<file path="src/rtl/gcm_gctr_sequencer_if.sv">
// Bundle of every non-clock signal of the GCTR packet sequencer.
//   slave  : the sequencer's view (framer stream in, result stream out,
//            H / E(K,Y0) to the tag stage, request/result with gctr_block)
//   master : the surrounding logic's view (framer, downstream, core)
// Signal suffixes are from the sequencer's point of view.
interface gcm_gctr_sequencer_if #(
  parameter int CNT_W = 16
);
  // packet configuration from the framer
  logic             start_i;
  logic             encdec_i;
  logic             keylen_i;
  logic [255:0]     key_i;
  logic [95:0]      iv_i;
  logic             empty_i;
  // payload stream in
  logic [127:0]     block_i;
  logic             block_valid_i;
  logic             block_last_i;
  logic             block_ready_o;
  // result stream out
  logic [127:0]     data_o;
  logic             data_valid_o;
  logic             data_ready_i;
  // to GHASH / tag stage
  logic [127:0]     hkey_o;
  logic             hkey_valid_o;
  logic [127:0]     eky0_o;
  logic             eky0_valid_o;
  // status
  logic [CNT_W-1:0] blk_count_o;
  logic             busy_o;
  logic             done_o;
  logic             error_o;
  // gctr_block request
  logic             core_init_o;
  logic             core_opmode_o;
  logic             core_encdec_o;
  logic [95:0]      core_iv_o;
  logic             core_iv_valid_o;
  logic [255:0]     core_key_o;
  logic             core_key_valid_o;
  logic             core_keylen_o;
  logic             core_y0_o;
  logic             core_hkey_o;
  logic [127:0]     core_block_o;
  logic             core_block_valid_o;
  // gctr_block result
  logic [127:0]     core_result_i;
  logic             core_result_valid_i;

  modport slave (
    input  start_i, encdec_i, keylen_i, key_i, iv_i, empty_i,
    input  block_i, block_valid_i, block_last_i,
    output block_ready_o,
    output data_o, data_valid_o,
    input  data_ready_i,
    output hkey_o, hkey_valid_o, eky0_o, eky0_valid_o,
    output blk_count_o, busy_o, done_o, error_o,
    output core_init_o, core_opmode_o, core_encdec_o, core_iv_o, core_iv_valid_o,
    output core_key_o, core_key_valid_o, core_keylen_o, core_y0_o, core_hkey_o,
    output core_block_o, core_block_valid_o,
    input  core_result_i, core_result_valid_i
  );

  modport master (
    output start_i, encdec_i, keylen_i, key_i, iv_i, empty_i,
    output block_i, block_valid_i, block_last_i,
    input  block_ready_o,
    input  data_o, data_valid_o,
    output data_ready_i,
    input  hkey_o, hkey_valid_o, eky0_o, eky0_valid_o,
    input  blk_count_o, busy_o, done_o, error_o,
    input  core_init_o, core_opmode_o, core_encdec_o, core_iv_o, core_iv_valid_o,
    input  core_key_o, core_key_valid_o, core_keylen_o, core_y0_o, core_hkey_o,
    input  core_block_o, core_block_valid_o,
    output core_result_i, core_result_valid_i
  );
endinterface

</file>
<file path="src/rtl/gcm_gctr_sequencer.sv">
// Packet-level controller for the gctr_block AES/GCTR core.
// Per packet: H = E(K,0^128), one GCTR op per 128-bit payload block,
// then E(K,Y0) for the tag. At most one payload block is in flight.
// Ports:
//   clk_i  rising-edge clock
//   rst_i  asynchronous active-high reset
//   bus    gcm_gctr_sequencer_if.slave: framer config + payload stream in,
//          result stream out, H / E(K,Y0) pulses, status, gctr_block link
module gcm_gctr_sequencer #(
  parameter int MAX_BLOCKS = 16,
  parameter int TIMEOUT    = 255,
  parameter int CNT_W      = 16
) (
  input logic                 clk_i,
  input logic                 rst_i,
  gcm_gctr_sequencer_if.slave bus
);
  localparam int TMR_W = $clog2(TIMEOUT + 1);

  typedef enum logic [2:0] {
    S_IDLE, S_HKEY, S_BLK_IN, S_BLK_RUN, S_BLK_OUT, S_Y0, S_DONE, S_ERROR
  } state_t;

  state_t             state_q, state_d;
  logic               encdec_q, encdec_d;
  logic               keylen_q, keylen_d;
  logic [255:0]       key_q, key_d;
  logic [95:0]        iv_q, iv_d;
  logic               empty_q, empty_d;
  logic [127:0]       blk_q, blk_d;
  logic               last_q, last_d;
  logic               ovf_q, ovf_d;
  logic [127:0]       data_q, data_d;
  logic               data_vld_q, data_vld_d;
  logic [127:0]       hkey_q, hkey_d;
  logic               hkey_vld_q, hkey_vld_d;
  logic [127:0]       eky0_q, eky0_d;
  logic               eky0_vld_q, eky0_vld_d;
  logic [CNT_W-1:0]   cnt_q, cnt_d;
  logic [TMR_W-1:0]   tmr_q, tmr_d;
  logic               rv_q;

  logic run_st, req, rise, tmo, idle_st;

  // A core op is outstanding in these three states.
  assign run_st  = (state_q == S_HKEY) || (state_q == S_BLK_RUN) || (state_q == S_Y0);
  assign idle_st = (state_q == S_IDLE) || (state_q == S_DONE) || (state_q == S_ERROR);
  // Gating on the registered valid keeps a new request off the bus until the
  // previous result has gone low, so its tail is never seen as a fresh edge.
  assign req     = run_st && !rv_q;
  assign rise    = run_st && bus.core_result_valid_i && !rv_q;
  assign tmo     = run_st && !rise && (tmr_q == TMR_W'(TIMEOUT));

  always_comb begin
    state_d    = state_q;
    encdec_d   = encdec_q;
    keylen_d   = keylen_q;
    key_d      = key_q;
    iv_d       = iv_q;
    empty_d    = empty_q;
    blk_d      = blk_q;
    last_d     = last_q;
    ovf_d      = ovf_q;
    data_d     = data_q;
    data_vld_d = data_vld_q;
    hkey_d     = hkey_q;
    hkey_vld_d = 1'b0;
    eky0_d     = eky0_q;
    eky0_vld_d = 1'b0;
    cnt_d      = cnt_q;
    // Timer restarts on every state change because non-run states and edges zero it.
    tmr_d      = (run_st && !rise) ? tmr_q + TMR_W'(1) : '0;

    case (state_q)
      S_IDLE, S_DONE, S_ERROR: begin
        if (bus.start_i) begin
          encdec_d   = bus.encdec_i;
          keylen_d   = bus.keylen_i;
          key_d      = bus.key_i;
          iv_d       = bus.iv_i;
          empty_d    = bus.empty_i;
          cnt_d      = '0;
          ovf_d      = 1'b0;
          data_vld_d = 1'b0;
          state_d    = S_HKEY;
        end
      end
      S_HKEY: begin
        if (rise) begin
          hkey_d     = bus.core_result_i;
          hkey_vld_d = 1'b1;
          state_d    = empty_q ? S_Y0 : S_BLK_IN;
        end else if (tmo) begin
          state_d = S_ERROR;
        end
      end
      S_BLK_IN: begin
        if (bus.block_valid_i) begin
          blk_d   = bus.block_i;
          last_d  = bus.block_last_i;
          ovf_d   = (cnt_q == CNT_W'(MAX_BLOCKS)) && !bus.block_last_i;
          state_d = S_BLK_RUN;
        end
      end
      S_BLK_RUN: begin
        if (rise) begin
          data_d     = bus.core_result_i;
          data_vld_d = 1'b1;
          state_d    = S_BLK_OUT;
        end else if (tmo) begin
          state_d = S_ERROR;
        end
      end
      S_BLK_OUT: begin
        if (bus.data_ready_i) begin
          data_vld_d = 1'b0;
          cnt_d      = cnt_q + CNT_W'(1);
          // An over-long packet is flushed block by block, then halts.
          if (last_q)     state_d = S_Y0;
          else if (ovf_q) state_d = S_ERROR;
          else            state_d = S_BLK_IN;
        end
      end
      S_Y0: begin
        if (rise) begin
          eky0_d     = bus.core_result_i;
          eky0_vld_d = 1'b1;
          state_d    = S_DONE;
        end else if (tmo) begin
          state_d = S_ERROR;
        end
      end
      default: state_d = S_IDLE;
    endcase
  end

  always_ff @(posedge clk_i or posedge rst_i) begin
    if (rst_i) begin
      state_q    <= S_IDLE;
      encdec_q   <= 1'b0;
      keylen_q   <= 1'b0;
      key_q      <= '0;
      iv_q       <= '0;
      empty_q    <= 1'b0;
      blk_q      <= '0;
      last_q     <= 1'b0;
      ovf_q      <= 1'b0;
      data_q     <= '0;
      data_vld_q <= 1'b0;
      hkey_q     <= '0;
      hkey_vld_q <= 1'b0;
      eky0_q     <= '0;
      eky0_vld_q <= 1'b0;
      cnt_q      <= '0;
      tmr_q      <= '0;
      rv_q       <= 1'b0;
    end else begin
      state_q    <= state_d;
      encdec_q   <= encdec_d;
      keylen_q   <= keylen_d;
      key_q      <= key_d;
      iv_q       <= iv_d;
      empty_q    <= empty_d;
      blk_q      <= blk_d;
      last_q     <= last_d;
      ovf_q      <= ovf_d;
      data_q     <= data_d;
      data_vld_q <= data_vld_d;
      hkey_q     <= hkey_d;
      hkey_vld_q <= hkey_vld_d;
      eky0_q     <= eky0_d;
      eky0_vld_q <= eky0_vld_d;
      cnt_q      <= cnt_d;
      tmr_q      <= tmr_d;
      rv_q       <= bus.core_result_valid_i;
    end
  end

  assign bus.block_ready_o      = (state_q == S_BLK_IN);
  assign bus.data_o             = data_q;
  assign bus.data_valid_o       = data_vld_q;
  assign bus.hkey_o             = hkey_q;
  assign bus.hkey_valid_o       = hkey_vld_q;
  assign bus.eky0_o             = eky0_q;
  assign bus.eky0_valid_o       = eky0_vld_q;
  assign bus.blk_count_o        = cnt_q;
  assign bus.busy_o             = !idle_st;
  assign bus.done_o             = (state_q == S_DONE);
  assign bus.error_o            = (state_q == S_ERROR);

  assign bus.core_init_o        = req;
  assign bus.core_opmode_o      = 1'b0;
  assign bus.core_encdec_o      = encdec_q;
  assign bus.core_iv_o          = iv_q;
  assign bus.core_iv_valid_o    = req;
  assign bus.core_key_o         = key_q;
  assign bus.core_key_valid_o   = req;
  assign bus.core_keylen_o      = keylen_q;
  assign bus.core_hkey_o        = req && (state_q == S_HKEY);
  assign bus.core_y0_o          = req && (state_q == S_Y0);
  assign bus.core_block_o       = blk_q;
  assign bus.core_block_valid_o = req && (state_q == S_BLK_RUN);
endmodule

</file>
<file path="src/flat_wrapper.sv">
// flat-port wrapper written by rule: the top's interface ports become plain ports
module gcm_gctr_sequencer_flat 
#(
  parameter int MAX_BLOCKS = 16,
  parameter int TIMEOUT    = 255,
  parameter int CNT_W      = 16
)
  (clk_i, rst_i, bus_start_i, bus_encdec_i, bus_keylen_i, bus_key_i, bus_iv_i, bus_empty_i, bus_block_i, bus_block_valid_i, bus_block_last_i, bus_block_ready_o, bus_data_o, bus_data_valid_o, bus_data_ready_i, bus_hkey_o, bus_hkey_valid_o, bus_eky0_o, bus_eky0_valid_o, bus_blk_count_o, bus_busy_o, bus_done_o, bus_error_o, bus_core_init_o, bus_core_opmode_o, bus_core_encdec_o, bus_core_iv_o, bus_core_iv_valid_o, bus_core_key_o, bus_core_key_valid_o, bus_core_keylen_o, bus_core_y0_o, bus_core_hkey_o, bus_core_block_o, bus_core_block_valid_o, bus_core_result_i, bus_core_result_valid_i);
  gcm_gctr_sequencer_if #(.CNT_W(CNT_W)) bus_i ();
  input logic clk_i;
  input logic rst_i;
  input wire logic [$bits(bus_i.start_i)-1:0] bus_start_i;
  input wire logic [$bits(bus_i.encdec_i)-1:0] bus_encdec_i;
  input wire logic [$bits(bus_i.keylen_i)-1:0] bus_keylen_i;
  input wire logic [$bits(bus_i.key_i)-1:0] bus_key_i;
  input wire logic [$bits(bus_i.iv_i)-1:0] bus_iv_i;
  input wire logic [$bits(bus_i.empty_i)-1:0] bus_empty_i;
  input wire logic [$bits(bus_i.block_i)-1:0] bus_block_i;
  input wire logic [$bits(bus_i.block_valid_i)-1:0] bus_block_valid_i;
  input wire logic [$bits(bus_i.block_last_i)-1:0] bus_block_last_i;
  output wire logic [$bits(bus_i.block_ready_o)-1:0] bus_block_ready_o;
  output wire logic [$bits(bus_i.data_o)-1:0] bus_data_o;
  output wire logic [$bits(bus_i.data_valid_o)-1:0] bus_data_valid_o;
  input wire logic [$bits(bus_i.data_ready_i)-1:0] bus_data_ready_i;
  output wire logic [$bits(bus_i.hkey_o)-1:0] bus_hkey_o;
  output wire logic [$bits(bus_i.hkey_valid_o)-1:0] bus_hkey_valid_o;
  output wire logic [$bits(bus_i.eky0_o)-1:0] bus_eky0_o;
  output wire logic [$bits(bus_i.eky0_valid_o)-1:0] bus_eky0_valid_o;
  output wire logic [$bits(bus_i.blk_count_o)-1:0] bus_blk_count_o;
  output wire logic [$bits(bus_i.busy_o)-1:0] bus_busy_o;
  output wire logic [$bits(bus_i.done_o)-1:0] bus_done_o;
  output wire logic [$bits(bus_i.error_o)-1:0] bus_error_o;
  output wire logic [$bits(bus_i.core_init_o)-1:0] bus_core_init_o;
  output wire logic [$bits(bus_i.core_opmode_o)-1:0] bus_core_opmode_o;
  output wire logic [$bits(bus_i.core_encdec_o)-1:0] bus_core_encdec_o;
  output wire logic [$bits(bus_i.core_iv_o)-1:0] bus_core_iv_o;
  output wire logic [$bits(bus_i.core_iv_valid_o)-1:0] bus_core_iv_valid_o;
  output wire logic [$bits(bus_i.core_key_o)-1:0] bus_core_key_o;
  output wire logic [$bits(bus_i.core_key_valid_o)-1:0] bus_core_key_valid_o;
  output wire logic [$bits(bus_i.core_keylen_o)-1:0] bus_core_keylen_o;
  output wire logic [$bits(bus_i.core_y0_o)-1:0] bus_core_y0_o;
  output wire logic [$bits(bus_i.core_hkey_o)-1:0] bus_core_hkey_o;
  output wire logic [$bits(bus_i.core_block_o)-1:0] bus_core_block_o;
  output wire logic [$bits(bus_i.core_block_valid_o)-1:0] bus_core_block_valid_o;
  input wire logic [$bits(bus_i.core_result_i)-1:0] bus_core_result_i;
  input wire logic [$bits(bus_i.core_result_valid_i)-1:0] bus_core_result_valid_i;
  assign bus_i.start_i = bus_start_i;
  assign bus_i.encdec_i = bus_encdec_i;
  assign bus_i.keylen_i = bus_keylen_i;
  assign bus_i.key_i = bus_key_i;
  assign bus_i.iv_i = bus_iv_i;
  assign bus_i.empty_i = bus_empty_i;
  assign bus_i.block_i = bus_block_i;
  assign bus_i.block_valid_i = bus_block_valid_i;
  assign bus_i.block_last_i = bus_block_last_i;
  assign bus_block_ready_o = bus_i.block_ready_o;
  assign bus_data_o = bus_i.data_o;
  assign bus_data_valid_o = bus_i.data_valid_o;
  assign bus_i.data_ready_i = bus_data_ready_i;
  assign bus_hkey_o = bus_i.hkey_o;
  assign bus_hkey_valid_o = bus_i.hkey_valid_o;
  assign bus_eky0_o = bus_i.eky0_o;
  assign bus_eky0_valid_o = bus_i.eky0_valid_o;
  assign bus_blk_count_o = bus_i.blk_count_o;
  assign bus_busy_o = bus_i.busy_o;
  assign bus_done_o = bus_i.done_o;
  assign bus_error_o = bus_i.error_o;
  assign bus_core_init_o = bus_i.core_init_o;
  assign bus_core_opmode_o = bus_i.core_opmode_o;
  assign bus_core_encdec_o = bus_i.core_encdec_o;
  assign bus_core_iv_o = bus_i.core_iv_o;
  assign bus_core_iv_valid_o = bus_i.core_iv_valid_o;
  assign bus_core_key_o = bus_i.core_key_o;
  assign bus_core_key_valid_o = bus_i.core_key_valid_o;
  assign bus_core_keylen_o = bus_i.core_keylen_o;
  assign bus_core_y0_o = bus_i.core_y0_o;
  assign bus_core_hkey_o = bus_i.core_hkey_o;
  assign bus_core_block_o = bus_i.core_block_o;
  assign bus_core_block_valid_o = bus_i.core_block_valid_o;
  assign bus_i.core_result_i = bus_core_result_i;
  assign bus_i.core_result_valid_i = bus_core_result_valid_i;
  gcm_gctr_sequencer #(.MAX_BLOCKS(MAX_BLOCKS), .TIMEOUT(TIMEOUT), .CNT_W(CNT_W)) u_core (.clk_i(clk_i), .rst_i(rst_i), .bus(bus_i));
endmodule
</file>
<file path="config.mk">
export PLATFORM = sky130hd
export DESIGN_NAME = gcm_gctr_sequencer_flat
export DESIGN_NICKNAME = d
export VERILOG_FILES = /design/src/rtl/gcm_gctr_sequencer_if.sv /design/src/rtl/gcm_gctr_sequencer.sv /design/src/flat_wrapper.sv
export SDC_FILE = /design/constraint.sdc
export NUM_CORES = 2
export LEC_CHECK = 0
export ABC_AREA = 1
export ABC_CLOCK_PERIOD_IN_PS = 28600
export BUFFER_PORTS_ARGS = -buffer_cell sky130_fd_sc_hd__buf_4
export CAP_MARGIN = 10
export CORE_AREA = 2 2 593 595
export CTS_CLUSTER_SIZE = 25
export DETAILED_ROUTE_END_ITERATION = 7
export DIE_AREA = 0 0 595 597
export HOLD_SLACK_MARGIN = 0.08
export PLACE_DENSITY = 0.38
export SLEW_MARGIN = 20
export SYNTH_ARGS = -nofsm -noshare
export SYNTH_HDL_FRONTEND = slang
export SYNTH_SLANG_ARGS = --single-unit
</file>
<file path="constraint.sdc">
create_clock -name clk_i -period 28.6 [get_ports clk_i]
set_clock_uncertainty 0.05 [all_clocks]
set_input_delay 5.72 -clock clk_i [delete_from_list [all_inputs] [get_ports clk_i]]
set_output_delay 5.72 -clock clk_i [all_outputs]
set_load 0.02 [all_outputs]
</file>
==> out/summary.txt <==
DRT Pass-1 Iters -> 5
Critical path origin -> bus_start_i
Register bit total from synthesis -> 900
Tmin final -> 9170 ps
CTS Hold Buffers Added -> 0
CTS resizes -> 0
Worst Tran Pin Value -> 1040 ps
Clk buf depth -> 4
Syn_nets -> 3,300
Final Hold Fails -> 0
Routed length per instance -> 26.4 um
Synth Instances -> 2,678
Util after Layout -> 15.6%
Crit-path max FO -> 77
Req. time, crit path -> 29,270 ps
Via count -> 27,511
Initial antenna violation count -> 172
PwrDens -> 123 mW/mm2
Post-Syn Area -> 0.0340 mm2
DRC Markers -> 0
I/O Pins -> 1,514
Startpoint Class -> primary input
Final TNS setup -> 0 ps
Reg2Reg Setup Slack -> 23,320 ps
Latest clock arrival within the worst-skew pair -> 830 ps
Total power -> 6.68 mW
Vias in the first global route -> 28,355
Sequential share of the synthesized area -> 66.1%
CP Capture Type -> flop
CTS tree -> yes
Reg2reg end -> u_core.bus.core_key_o[154]$_DFFE_PP0P_
Status -> completed
Critical path, cell by cell -> buf_4, nand2_4, buf_4, buf_4, buf_4, buf_4, mux2_1
Setup Fix Bufs, Post-CTS -> 0
Vias per cell -> 3.09
Fmax -> 109 MHz
GR Overflow Total -> 0
I/O Buffers -> 1,512
Crit path top cell by count -> buf_4
Worst setup path endpoint -> u_core.bus.core_key_o[154]$_DFFE_PP0P_
Slew HR -> 30.4%
Worst setup margin -> 19,430 ps
Fraction of layout cells with a size suffix above 1 -> 40.8%
DIE AREA -> 0.355 mm2
Worst Path Arrival -> 9840 ps
Tcrit/Tclk final -> 32.1%
Clock Tree Root -> clkbuf_16
Initial core utilization -> 9.77%
Vert. Die Dim -> 597 um
HP Class -> reg -> reg
Final setup viols -> 0
R2R Path Start -> u_core.state_q[0]$_DFFE_PP0P_
Finished Cell Area -> 0.0544 mm2
Std-Cell Rows -> 217
Initial drt markers -> 1,448
Dominant cell type by area after synthesis -> dfrtp_1
Main area contributors after synthesis -> dfrtp_1 (66%), mux2_1 (16%), o21ai_1 (4.0%)
Final estimated routing congestion in global placement -> 0.885
Antenna viol nets, final -> 0
Setup WS pre-CTS -> 18,490 ps
Largest net degree at the start of global routing -> 152
Layout Nets -> 4,816
CP delay by family, top -> buffers and inverters
Synth top area share -> 66.1%
Worst r2r path cells -> 9
Core region area -> 0.349 mm2
CP max stage delay -> 940 ps
Sinks on Clock Net -> 900
Synth Warn # -> 0
Mapped Avg Cell Area -> 12.7 um2
Max-slew violations -> 0
Cell variety after synth -> 34
Final wirelength -> 236 mm
Multi-input gate area -> 0.00989 mm2
Max Cap Viol -> 0
Detailed placement HPWL -> 202 mm
Total GRT Usage -> 12.8%
Worst vdd ir -> 0.0000574 V
Leakage dissipation -> 25.6 nW
Critical path class -> in -> reg
Crit. path cell count -> 7
Placed inst area -> 0.0504 mm2
Layout fillers -> 39,148
Synthesis-to-layout area growth -> 59.8%
RSZ-0062 raised after global routing -> no
Die X -> 595 um
Register Area -> 0.0225 mm2
Reg clk slew, reported paths -> 60 ps
First-pass GRT wire length -> 301 mm
Buf/Inv on CP -> 5
Slowest cell on crit path -> buf_4
CTS buffer count -> 117
H-tree depth -> 3
registers in the layout, summed over array words and instances, names as in the netlist:
register                  count
u_core.empty_q                1
u_core.bus.core_block_o     128
u_core.bus.data_o           128
u_core.bus.core_key_o       256
u_core.bus.data_valid_o       1
u_core.last_q                 1
u_core.state_q                3
u_core.bus.hkey_valid_o       1
u_core.ovf_q                  1
u_core.bus.core_keylen_o      1
u_core.rv_q                   1
u_core.bus.core_encdec_o      1
u_core.tmr_q                  8
u_core.bus.eky0_o           128
u_core.bus.blk_count_o       16
u_core.bus.eky0_valid_o       1
u_core.bus.core_iv_o         96
u_core.bus.hkey_o           128
Yosys cell counts:
cell and number:
a21boi_0 1, a21oi_1 132, a31oi_1 1, and2_1 1
buf_1 1, buf_2 70, buf_4 38, buf_6 33
clkbuf_1 2, clkinv_1 1, conb_1 1, dfrtp_1 900
ha_1 4, inv_1 165, inv_2 4, mux2_1 474
mux2_4 10, nand2_1 336, nand2_2 1, nand3_1 19
nand4_1 15, nand4_4 1, nor2_1 167, nor2_2 2
nor2_4 1, nor3_1 7, nor3_4 1, o211ai_1 1
o21a_1 1, o21ai_0 9, o21ai_1 275, o21bai_1 1
or2_2 1, xor2_1 2
layer usage:
metal / vias to the layer above / wire [um] / global-route usage (%)
li1: 12033 / - / -
met1: 13567 / 85400 / 13.7
met2: 1495 / 109000 / 21.0
met3: 380 / 34800 / 8.14
met4: 36 / 5760 / 3.07
met5: - / 253 / 0
metrics by stage:
step / cells / hold WS [ps]
final: 8913 / 415
after global routing: 8893 / 431
after detailed placement: 8674 / 406
after CTS: 8881 / 414
after floorplan: 2678 / 383
after global placement: 8674 / 395
worst min-delay path by stage:
stage	startpoint	end	slack (ps)	cells after the start
finish	u_core.tmr_q[0]$_DFF_PP0_	u_core.tmr_q[0]$_DFF_PP0_	420	1
global route	u_core.tmr_q[0]$_DFF_PP0_	u_core.tmr_q[0]$_DFF_PP0_	430	1
CTS	u_core.tmr_q[0]$_DFF_PP0_	u_core.tmr_q[0]$_DFF_PP0_	410	1
detailed placement	u_core.tmr_q[0]$_DFF_PP0_	u_core.tmr_q[0]$_DFF_PP0_	410	1
global placement	u_core.tmr_q[7]$_DFF_PP0_	u_core.tmr_q[7]$_DFF_PP0_	390	1
floorplan	u_core.tmr_q[0]$_DFF_PP0_	u_core.tmr_q[0]$_DFF_PP0_	380	1
cells by family (layout without fill, tap and decap cells):
| kind of cell | Yosys count | in the layout | synth area share (%) |
|---|---|---|---|
| AOI/OAI and AO/OA | 421 | 421 | 6.22 |
| xor gates and xnor gates | 2 | 2 | 0.0515 |
| adders and majority gates | 4 | 4 | 0.147 |
| buffers and inverters | 314 | 1918 | 4.87 |
| DFF | 900 | 900 | 66.1 |
| muxes | 484 | 484 | 16.1 |
| other | 1 | 33 | 0.0110 |
| and+or+nand+nor | 552 | 552 | 6.44 |
worst reg2reg max path, stage by stage, from the launching register on:
cell and delay, ps:
dfrtp_1 640, nor2_2 110, nand2_1 80, nand2_1 200, nand2_4 490, buf_4 510
buf_4 740, buf_4 910, buf_4 1020, mux2_1 420
power by group:
group	internal, mW	leakage [nW]	switching (mW)	total, mW
logic	1.11	12.5	1.79	2.90
clock network	0.908	1.91	0.614	1.52
registers	1.85	11.2	0.412	2.26
layout make-up:
type,instances,area share [%]
Antenna cell,32,0.147
Clock buffer,165,6.13
Clock inverter,42,1.04
Inverter,170,1.19
Multi-Input combinational cell,1464,18.2
Sequential cell,900,41.4
Tap cell,4599,10.6
Timing Repair Buffer,1541,21.3
layout by cell type (no fill, tap or decap), types with 32 or more instances in the layout:
cell type	n
buf_4	1536
dfrtp_1	900
mux2_1	474
nand2_1	333
o21ai_1	275
nor2_1	167
inv_1	164
a21oi_1	132
clkbuf_16	117
diode_2	32
(Power assumes the default switching activity.)
